===== src/rtl/mult_div_unit.sv =====
// Iterative signed multiply/divide unit with HI/LO result registers; one step per clock.
// Optional MULTU/DIVU support is enabled by defining MULTDIV_UNSIGNED_EN.
module mult_div_unit #(
    parameter int WIDTH = 32
) (
    input  logic             clk,
    input  logic             reset,
    input  logic             start,
    input  logic             op,
`ifdef MULTDIV_UNSIGNED_EN
    input  logic             op_unsigned,
`endif
    input  logic [WIDTH-1:0] op_a,
    input  logic [WIDTH-1:0] op_b,
    output logic             busy,
    output logic             done,
    output logic             div_zero,
    output logic [WIDTH-1:0] hi,
    output logic [WIDTH-1:0] lo
);

    localparam int CW = $clog2(WIDTH + 1);
    localparam logic [CW-1:0] LAST_STEP = CW'(WIDTH - 1);

    typedef enum logic [1:0] {
        S_IDLE   = 2'd0,
        S_RUN    = 2'd1,
        S_FINISH = 2'd2
    } state_t;

    state_t           r_state;
    state_t           w_next;
    logic [CW-1:0]    r_cnt;
    logic             r_op;
    logic             r_neg_a;
    logic             r_neg_p;
    logic             r_dz;
    logic [WIDTH-1:0] r_mag_b;
    logic [WIDTH-1:0] r_acc_hi;
    logic [WIDTH-1:0] r_acc_lo;
    logic             r_busy;
    logic             r_done;
    logic             r_div_zero;
    logic [WIDTH-1:0] r_hi;
    logic [WIDTH-1:0] r_lo;

    logic               w_unsigned;
    logic               w_neg_a;
    logic               w_neg_b;
    logic               w_b_zero;
    logic [WIDTH-1:0]   w_mag_a;
    logic [WIDTH-1:0]   w_mag_b;
    logic [WIDTH:0]     w_add;
    logic [WIDTH:0]     w_shift;
    logic [WIDTH:0]     w_diff;
    logic [WIDTH-1:0]   w_step_hi;
    logic [WIDTH-1:0]   w_step_lo;
    logic [2*WIDTH-1:0] w_prod;
    logic [2*WIDTH-1:0] w_prod_fix;
    logic [WIDTH-1:0]   w_quo_fix;
    logic [WIDTH-1:0]   w_rem_fix;

`ifdef MULTDIV_UNSIGNED_EN
    assign w_unsigned = op_unsigned;
`else
    assign w_unsigned = 1'b0;
`endif

    // Magnitudes are W-bit unsigned so the most-negative operand still fits.
    assign w_neg_a  = op_a[WIDTH-1] & ~w_unsigned;
    assign w_neg_b  = op_b[WIDTH-1] & ~w_unsigned;
    assign w_mag_a  = w_neg_a ? (~op_a + {{(WIDTH-1){1'b0}}, 1'b1}) : op_a;
    assign w_mag_b  = w_neg_b ? (~op_b + {{(WIDTH-1){1'b0}}, 1'b1}) : op_b;
    assign w_b_zero = (op_b == {WIDTH{1'b0}});

    assign w_add   = {1'b0, r_acc_hi} + (r_acc_lo[0] ? {1'b0, r_mag_b} : {(WIDTH+1){1'b0}});
    assign w_shift = {r_acc_hi, r_acc_lo[WIDTH-1]};
    assign w_diff  = w_shift - {1'b0, r_mag_b};

    assign w_prod     = {r_acc_hi, r_acc_lo};
    assign w_prod_fix = r_neg_p ? (~w_prod + {{(2*WIDTH-1){1'b0}}, 1'b1}) : w_prod;
    assign w_quo_fix  = r_neg_p ? (~r_acc_lo + {{(WIDTH-1){1'b0}}, 1'b1}) : r_acc_lo;
    assign w_rem_fix  = r_neg_a ? (~r_acc_hi + {{(WIDTH-1){1'b0}}, 1'b1}) : r_acc_hi;

    // One datapath step: shift-add for MULT, restoring shift-subtract for DIV.
    always_comb begin
        w_step_hi = r_acc_hi;
        w_step_lo = r_acc_lo;
        if (r_op == 1'b0) begin
            w_step_hi = w_add[WIDTH:1];
            w_step_lo = {w_add[0], r_acc_lo[WIDTH-1:1]};
        end else if (w_diff[WIDTH] == 1'b0) begin
            w_step_hi = w_diff[WIDTH-1:0];
            w_step_lo = {r_acc_lo[WIDTH-2:0], 1'b1};
        end else begin
            w_step_hi = w_shift[WIDTH-1:0];
            w_step_lo = {r_acc_lo[WIDTH-2:0], 1'b0};
        end
    end

    // Next-state logic.
    always_comb begin
        w_next = r_state;
        case (r_state)
            S_IDLE: begin
                if (start) begin
                    w_next = (op && w_b_zero) ? S_FINISH : S_RUN;
                end else begin
                    w_next = S_IDLE;
                end
            end
            S_RUN: begin
                if (r_cnt == LAST_STEP) begin
                    w_next = S_FINISH;
                end else begin
                    w_next = S_RUN;
                end
            end
            S_FINISH: w_next = S_IDLE;
            default:  w_next = S_IDLE;
        endcase
    end

    // State register.
    always_ff @(posedge clk or posedge reset) begin
        if (reset) begin
            r_state <= S_IDLE;
        end else begin
            r_state <= w_next;
        end
    end

    // Operand capture, iteration and result write-back; HI/LO only move in FINISH.
    always_ff @(posedge clk or posedge reset) begin
        if (reset) begin
            r_cnt      <= {CW{1'b0}};
            r_op       <= 1'b0;
            r_neg_a    <= 1'b0;
            r_neg_p    <= 1'b0;
            r_dz       <= 1'b0;
            r_mag_b    <= {WIDTH{1'b0}};
            r_acc_hi   <= {WIDTH{1'b0}};
            r_acc_lo   <= {WIDTH{1'b0}};
            r_busy     <= 1'b0;
            r_done     <= 1'b0;
            r_div_zero <= 1'b0;
            r_hi       <= {WIDTH{1'b0}};
            r_lo       <= {WIDTH{1'b0}};
        end else begin
            case (r_state)
                S_IDLE: begin
                    r_done <= 1'b0;
                    if (start) begin
                        r_busy     <= 1'b1;
                        r_div_zero <= 1'b0;
                        r_cnt      <= {CW{1'b0}};
                        r_op       <= op;
                        r_neg_a    <= w_neg_a;
                        r_neg_p    <= w_neg_a ^ w_neg_b;
                        r_dz       <= op & w_b_zero;
                        r_mag_b    <= w_mag_b;
                        r_acc_hi   <= {WIDTH{1'b0}};
                        r_acc_lo   <= w_mag_a;
                    end
                end
                S_RUN: begin
                    r_acc_hi <= w_step_hi;
                    r_acc_lo <= w_step_lo;
                    r_cnt    <= r_cnt + {{(CW-1){1'b0}}, 1'b1};
                end
                S_FINISH: begin
                    r_busy <= 1'b0;
                    r_done <= 1'b1;
                    if (r_dz) begin
                        r_div_zero <= 1'b1;
                    end else if (r_op == 1'b0) begin
                        r_hi <= w_prod_fix[2*WIDTH-1:WIDTH];
                        r_lo <= w_prod_fix[WIDTH-1:0];
                    end else begin
                        r_hi <= w_rem_fix;
                        r_lo <= w_quo_fix;
                    end
                end
                default: begin
                    r_busy <= 1'b0;
                    r_done <= 1'b0;
                end
            endcase
        end
    end

    assign busy     = r_busy;
    assign done     = r_done;
    assign div_zero = r_div_zero;
    assign hi       = r_hi;
    assign lo       = r_lo;

endmodule


===== config.mk =====
export PLATFORM = sky130hd
export DESIGN_NAME = mult_div_unit
export DESIGN_NICKNAME = d
export VERILOG_FILES = /design/src/rtl/mult_div_unit.sv
export SDC_FILE = /design/constraint.sdc
export NUM_CORES = 1
export LEC_CHECK = 0
export CAP_MARGIN = 20
export CORE_AREA = 2 2 178 249
export DETAILED_ROUTE_END_ITERATION = 10
export DIE_AREA = 0 0 180 251
export GPL_ROUTABILITY_DRIVEN = 0
export PLACE_DENSITY = 0.54
export SYNTH_ARGS = -nofsm -noshare
export SYNTH_HDL_FRONTEND = slang
export SYNTH_SLANG_ARGS = --single-unit

===== constraint.sdc =====
create_clock -name clk -period 7.3 [get_ports clk]
set_input_delay 1.095 -clock clk [delete_from_list [all_inputs] [get_ports clk]]
set_output_delay 1.095 -clock clk [all_outputs]
set_load 0.05 [all_outputs]

Word level (Yosys, flattened, before mapping)
Index checks and enable logic that the tools add are counted.
Word-level totals
  memory bits (read-only): 0
  bits in writable memories: 0
  register bits: 175
  memories: 0
  latch bits: 0
Operators by class
  $lt $le $gt $ge: 0
  shift operators: 0
  equal/unequal tests: 5
  add/sub/neg operators: 8
  multiplexer cells: 28
  reduce and logical (&&, ||, !) cells: 10
  divide/modulo/power cells: 0
  multipliers: 0
  bitwise gates (word level): 9
Operators with widths (count)
  $mux 32: 12
  $add 32x1->32 const B: 4
  $not 32->32: 4
  $pmux 32 s2: 2
  $add 64x1->64 const B: 1
  $mux 64: 1
  $not 64->64: 1
  $add 32x32->33: 1
  $sub 33x32->33: 1
  $logic_not 32->1: 1
  $pmux 6 s2: 1
  $reduce_and 2->1: 4
  $add 6x1->6 const B: 1
  $eq 6x5->1 const B: 1
  $mux 2: 3
  $mux 6: 1
  $pmux 1 s2: 3
  $mux 1: 4
  $ne 2x2->1 const B: 2
  $pmux 2 s2: 1
  $reduce_bool 2->1: 2
  $reduce_and 3->1: 1
  $eq 2x1->1 const B: 1
  $eq 2x2->1 const B: 1
  5 further kinds: 6

Logic depth before layout (Yosys ltp)
  depth after elaboration: 5
  mapped depth: 15
  gate-level depth less buffers: 14

Least setup slack after synthesis
No wires, ideal clock.
  kind: input port to flip-flop
  start: input op_b[5]
  end: register r_mag_b[30]
  slack: 3.399 ns
  cell stages on the path: 9
  path buffers: 0
  arrival time: 3.772 ns
  setup time: 0.129 ns
  required time: 7.171 ns
  cells stage by stage: or4_1 -> or2_1 -> or4_4 -> or4_4 -> or4_4 -> nand2b_4 -> o21ai_0 -> xor2_1 -> o21ai_1
Between the ends
  cells in the longest elaborated chain, start to end: 3
Ends and longest elaborated chain
  start, declared: RTL line 14  | input logic [WIDTH-1:0] op_b,
  $not 32->32: RTL line 73  | assign w_mag_b = w_neg_b ? (~op_b + {{(WIDTH-1){1'b0}}, 1'b1}) : op_b;
  $add 32x1->32: RTL line 73
  $mux 32: RTL line 73
  end signal, assigned: RTL line 141  | r_mag_b <= {WIDTH{1'b0}};
  end signal, assigned: RTL line 161  | r_mag_b <= w_mag_b;
  end, declared: RTL line 38  | logic [WIDTH-1:0] r_mag_b;
Every way passes these cells.
A chain may end at the register's enable or synchronous reset.

Worst setup path in the final report
  start: register r_acc_lo[31]
  end: register r_acc_hi[18]
Between the ends
  cells in the longest elaborated chain, start to end: 4
Ends and longest elaborated chain
  start, declared: RTL line 40  | logic [WIDTH-1:0] r_acc_lo;
  start signal, assigned: RTL line 143  | r_acc_lo <= {WIDTH{1'b0}};
  start signal, assigned: RTL line 163  | r_acc_lo <= w_mag_a;
  start signal, assigned: RTL line 168  | r_acc_lo <= w_step_lo;
  $sub 33x32->33: RTL line 78  | assign w_diff = w_shift - {1'b0, r_mag_b};
  $mux 32: RTL line 92  | end else if (w_diff[WIDTH] == 1'b0) begin
  $mux 32: RTL line 89  | if (r_op == 1'b0) begin
  $pmux 32 s2: RTL line 150  | case (r_state)
  end signal, assigned: RTL line 142  | r_acc_hi <= {WIDTH{1'b0}};
  end signal, assigned: RTL line 162  | r_acc_hi <= {WIDTH{1'b0}};
  end signal, assigned: RTL line 167  | r_acc_hi <= w_step_hi;
  end, declared: RTL line 39  | logic [WIDTH-1:0] r_acc_hi;
Every way passes these cells.

==> reports/metrics.yaml <==
yosys:
  synth_area_sq_um: 13580
  synth_edf_count: 0
  synth_seq_area_share: 0.3224
  ys_warn_count: 0
  avgSynthCellArea_sq_um: 8.099
  synthFlopType: "dfrtp_1"
  postSynthCellCount: 1677
  synthDistinctLibCells: 60
  synth_seq_cells: 175
  async_flop_share: 1.000
  synth.net_count: 1816
cts:
  ctsResizeCount: 0
  clkSinkCount: 175
  insertion_delay_ns: 0.47
  postCtsSetupRepairBufs: 0
  clockBufferDepth: 2
  cts_tree: "yes"
  root_buffer: "clkbuf_16"
  clk_pin_slew_ns: 0.08
  tritoncts.num_buffers: 17
  hold_buffers: 0
  htreeDepth: 4
timing:
  skew_ns: 0.01429
  rsz0062_at_grt: "false"
  tightest_slew_ns: 1.110
  period_minus_slack_ns: 4.478
  setup_viol: 0
  final.setup.tns_ns: 0
  fmax_mhz: 223.3
  timing.final.hold_violations: 0
  slew_violations: 0
  max_slew_margin: 0.2593
  fin_crit_sh: 0.6135
critical_path:
  cpMaxStageDelayCell: "o31ai_1"
  cpMostUsedCell: "o31ai_1"
  cp_max_fo: 24
  cp_num_buf_inv: 2
  path_cells: "inv_1 > ha_1 > fa_1 > nand2b_1 > a21oi_1 > o21ai_0 > o31ai_1 > a211oi_1 > o31ai_1 > xor2_4 > buf_4 > mux2i_1 > nor2_1 > a221o_1"
  cp-end-kind: "flop"
  arrival_ns: 4.83
  max_stage_delay_ns: 0.54
  r2r-start: "r_acc_lo[31]"
  startpoint: "r_acc_lo[31]"
  path_delay_family: "compound AO/OA/AOI/OAI gates"
  critPathLaunchType: "flop"
  critPathKind: "reg -> reg"
  cp.required_ns: 7.65
power_and_ir_drop:
  power.density_nw_per_um2: 496.5
  power_leakage_nw: 6.794
  ir_drop_uv: 277.5
drt:
  drt_iter0_markers: 815
  first_pass_iters: 5
  vias: 12460
  drc: 0
  antenna_left: 0
  wl_per_cell_um: 18.79
  via_per_inst: 5.375
  drt_wl_total_um: 43550
floorplanning:
  rows: 90
  fp.dieW_um: 180
  fp.dieArea_sq_um: 45180
  die_h_um: 251
  pin_count: 135
  start_util: 0.3166
  fp.coreArea_sq_um: 42900
cells_and_area:
  fillers: 4439
  fin_util: 0.3743
  fin_nets: 1892
  n_antenna_cell: 0
  area_growth_pct: 18.23
  mostFrequentLayoutCell: "nand2_1"
  design_area_sq_um: 16060
  final_cell_mix: "nand2_1, o21ai_0, dfrtp_1"
  drive_gt1_frac: 0.04643
hold_path:
  holdCritStartpoint: "lo[4]"
  hp-class: "reg -> reg"
global_routing:
  antenna_found_initial: 0
  grt_pass1_wl_um: 68100
  grt_start_max_net_pins: 112
  grt_pass1_vias: 12220
  gr-total-overflow: 0
  grtUsageTotal: 0.1911
status:
  outcome: "finished clean"
job:
  maxCapViolations: 0
placed_design:
  hpwlAfterDp_um: 32900
  port_buffers: 134
  post_dp_cell_area_sq_um: 15430
## cell type report
class                      count  area (sq um)  area share
clock buffer                  18         439.2     0.02735
clock inverter                14         170.2     0.01060
tap                          552         690.7     0.04301
inverter                      62         237.7     0.01480
multi-input combinational   1346          8658      0.5392
sequential                   175          4380      0.2728
timing repair buffer         151          1481     0.09225
## flip-flops by register name (all words and copies together) (netlist names)
signal / flops
r_neg_a: 1
r_neg_p: 1
done: 1
busy: 1
r_state: 2
r_mag_b: 32
r_acc_hi: 32
hi: 32
r_dz: 1
div_zero: 1
r_op: 1
r_acc_lo: 32
r_cnt: 6
lo: 32
## per-stage QoR
| step | total power, mW | setup slack, ns | cells | hold slack [ns] |
|---|---|---|---|---|
| CTS | 7.965 | 2.788 | 2317 | 0.4876 |
| detailed placement | 6.971 | 2.621 | 2285 | 0.4699 |
| floorplan | 5.546 | 1.460 | 1677 | 0.4394 |
| finish | 7.972 | 2.822 | 2318 | 0.4780 |
| global placement | 6.914 | 2.650 | 2285 | 0.4549 |
| global route | 8.599 | 2.506 | 2318 | 0.5006 |
## cell families (layout without fill, tap and decap cells)
kind of cell,after synthesis,after routing,share of synthesized area
AOI/OAI and AO/OA,515,515,0.2284
muxes,69,69,0.05113
and+or+nand+nor,514,514,0.1739
DFF,175,175,0.3224
xor gates and xnor gates,177,177,0.1141
buffers and inverters,156,245,0.04348
adders and majority gates,71,71,0.06651
## power breakdown
group / internal (mW) / switching [mW]
Clock: 0.500 / 0.471
Sequential: 1.30 / 0.564
Combinational: 2.11 / 3.03
Total: 3.91 / 4.06
## final timing paths
kind,cells after the start,endpoint,slack [ns]
max,14,r_acc_hi[18],2.82
min,2,lo[4],0.48
max reg2reg,14,r_acc_hi[18],2.82
min reg2reg,2,lo[4],0.48
max in group asynchronous,3,r_op,4.93
min in group asynchronous,2,lo[4],1.08
## per-layer routing
layer	global-route usage	wire, um	vias to the layer above
met2	0.3465	22250	334
met5	0	0	-
met1	0.2266	18200	5963
met4	0.07875	1407	0
li1	-	-	6088
met3	0.02463	1697	75
## tightest hold or removal path, delay by kind of cell (launching register included)
| kind | cells | cell delay (ns) |
|---|---|---|
| compound gates | 1 | 0.06 |
| flops | 1 | 0.34 |
| simple gates | 1 | 0.05 |
## synth_stat cells (all sizes together), types with 4 or more instances
master | count | area (sq um)
a211oi | 10 | 75.07
a21o | 33 | 247.7
a21oi | 93 | 465.5
a221o | 4 | 40.04
a22oi | 20 | 150.1
a31oi | 6 | 37.54
and2 | 5 | 31.28
and3 | 4 | 25.02
buf | 9 | 38.79
clkbuf | 85 | 319.1
dfrtp | 175 | 4379
ha | 69 | 863.3
inv | 62 | 232.7
mux2i | 66 | 660.6
nand2 | 243 | 912.1
nand2b | 20 | 132.6
nand3 | 25 | 125.1
nand3b | 6 | 45.04
nand4 | 11 | 68.82
nor2 | 99 | 371.6
nor2b | 18 | 112.6
nor3 | 23 | 115.1
nor3b | 5 | 37.54
nor4 | 14 | 87.58
o211ai | 17 | 127.6
o21a | 6 | 45.04
o21ai | 238 | 1191
o21bai | 7 | 52.55
o221ai | 5 | 43.79
o22ai | 6 | 37.54
o31ai | 34 | 265.3
o41ai | 17 | 156.4
or2 | 10 | 62.56
or3 | 13 | 81.33
or4 | 16 | 131.4
xnor2 | 87 | 762.0
xor2 | 90 | 788.3
Note: power is estimated with default switching activity, not from simulation.
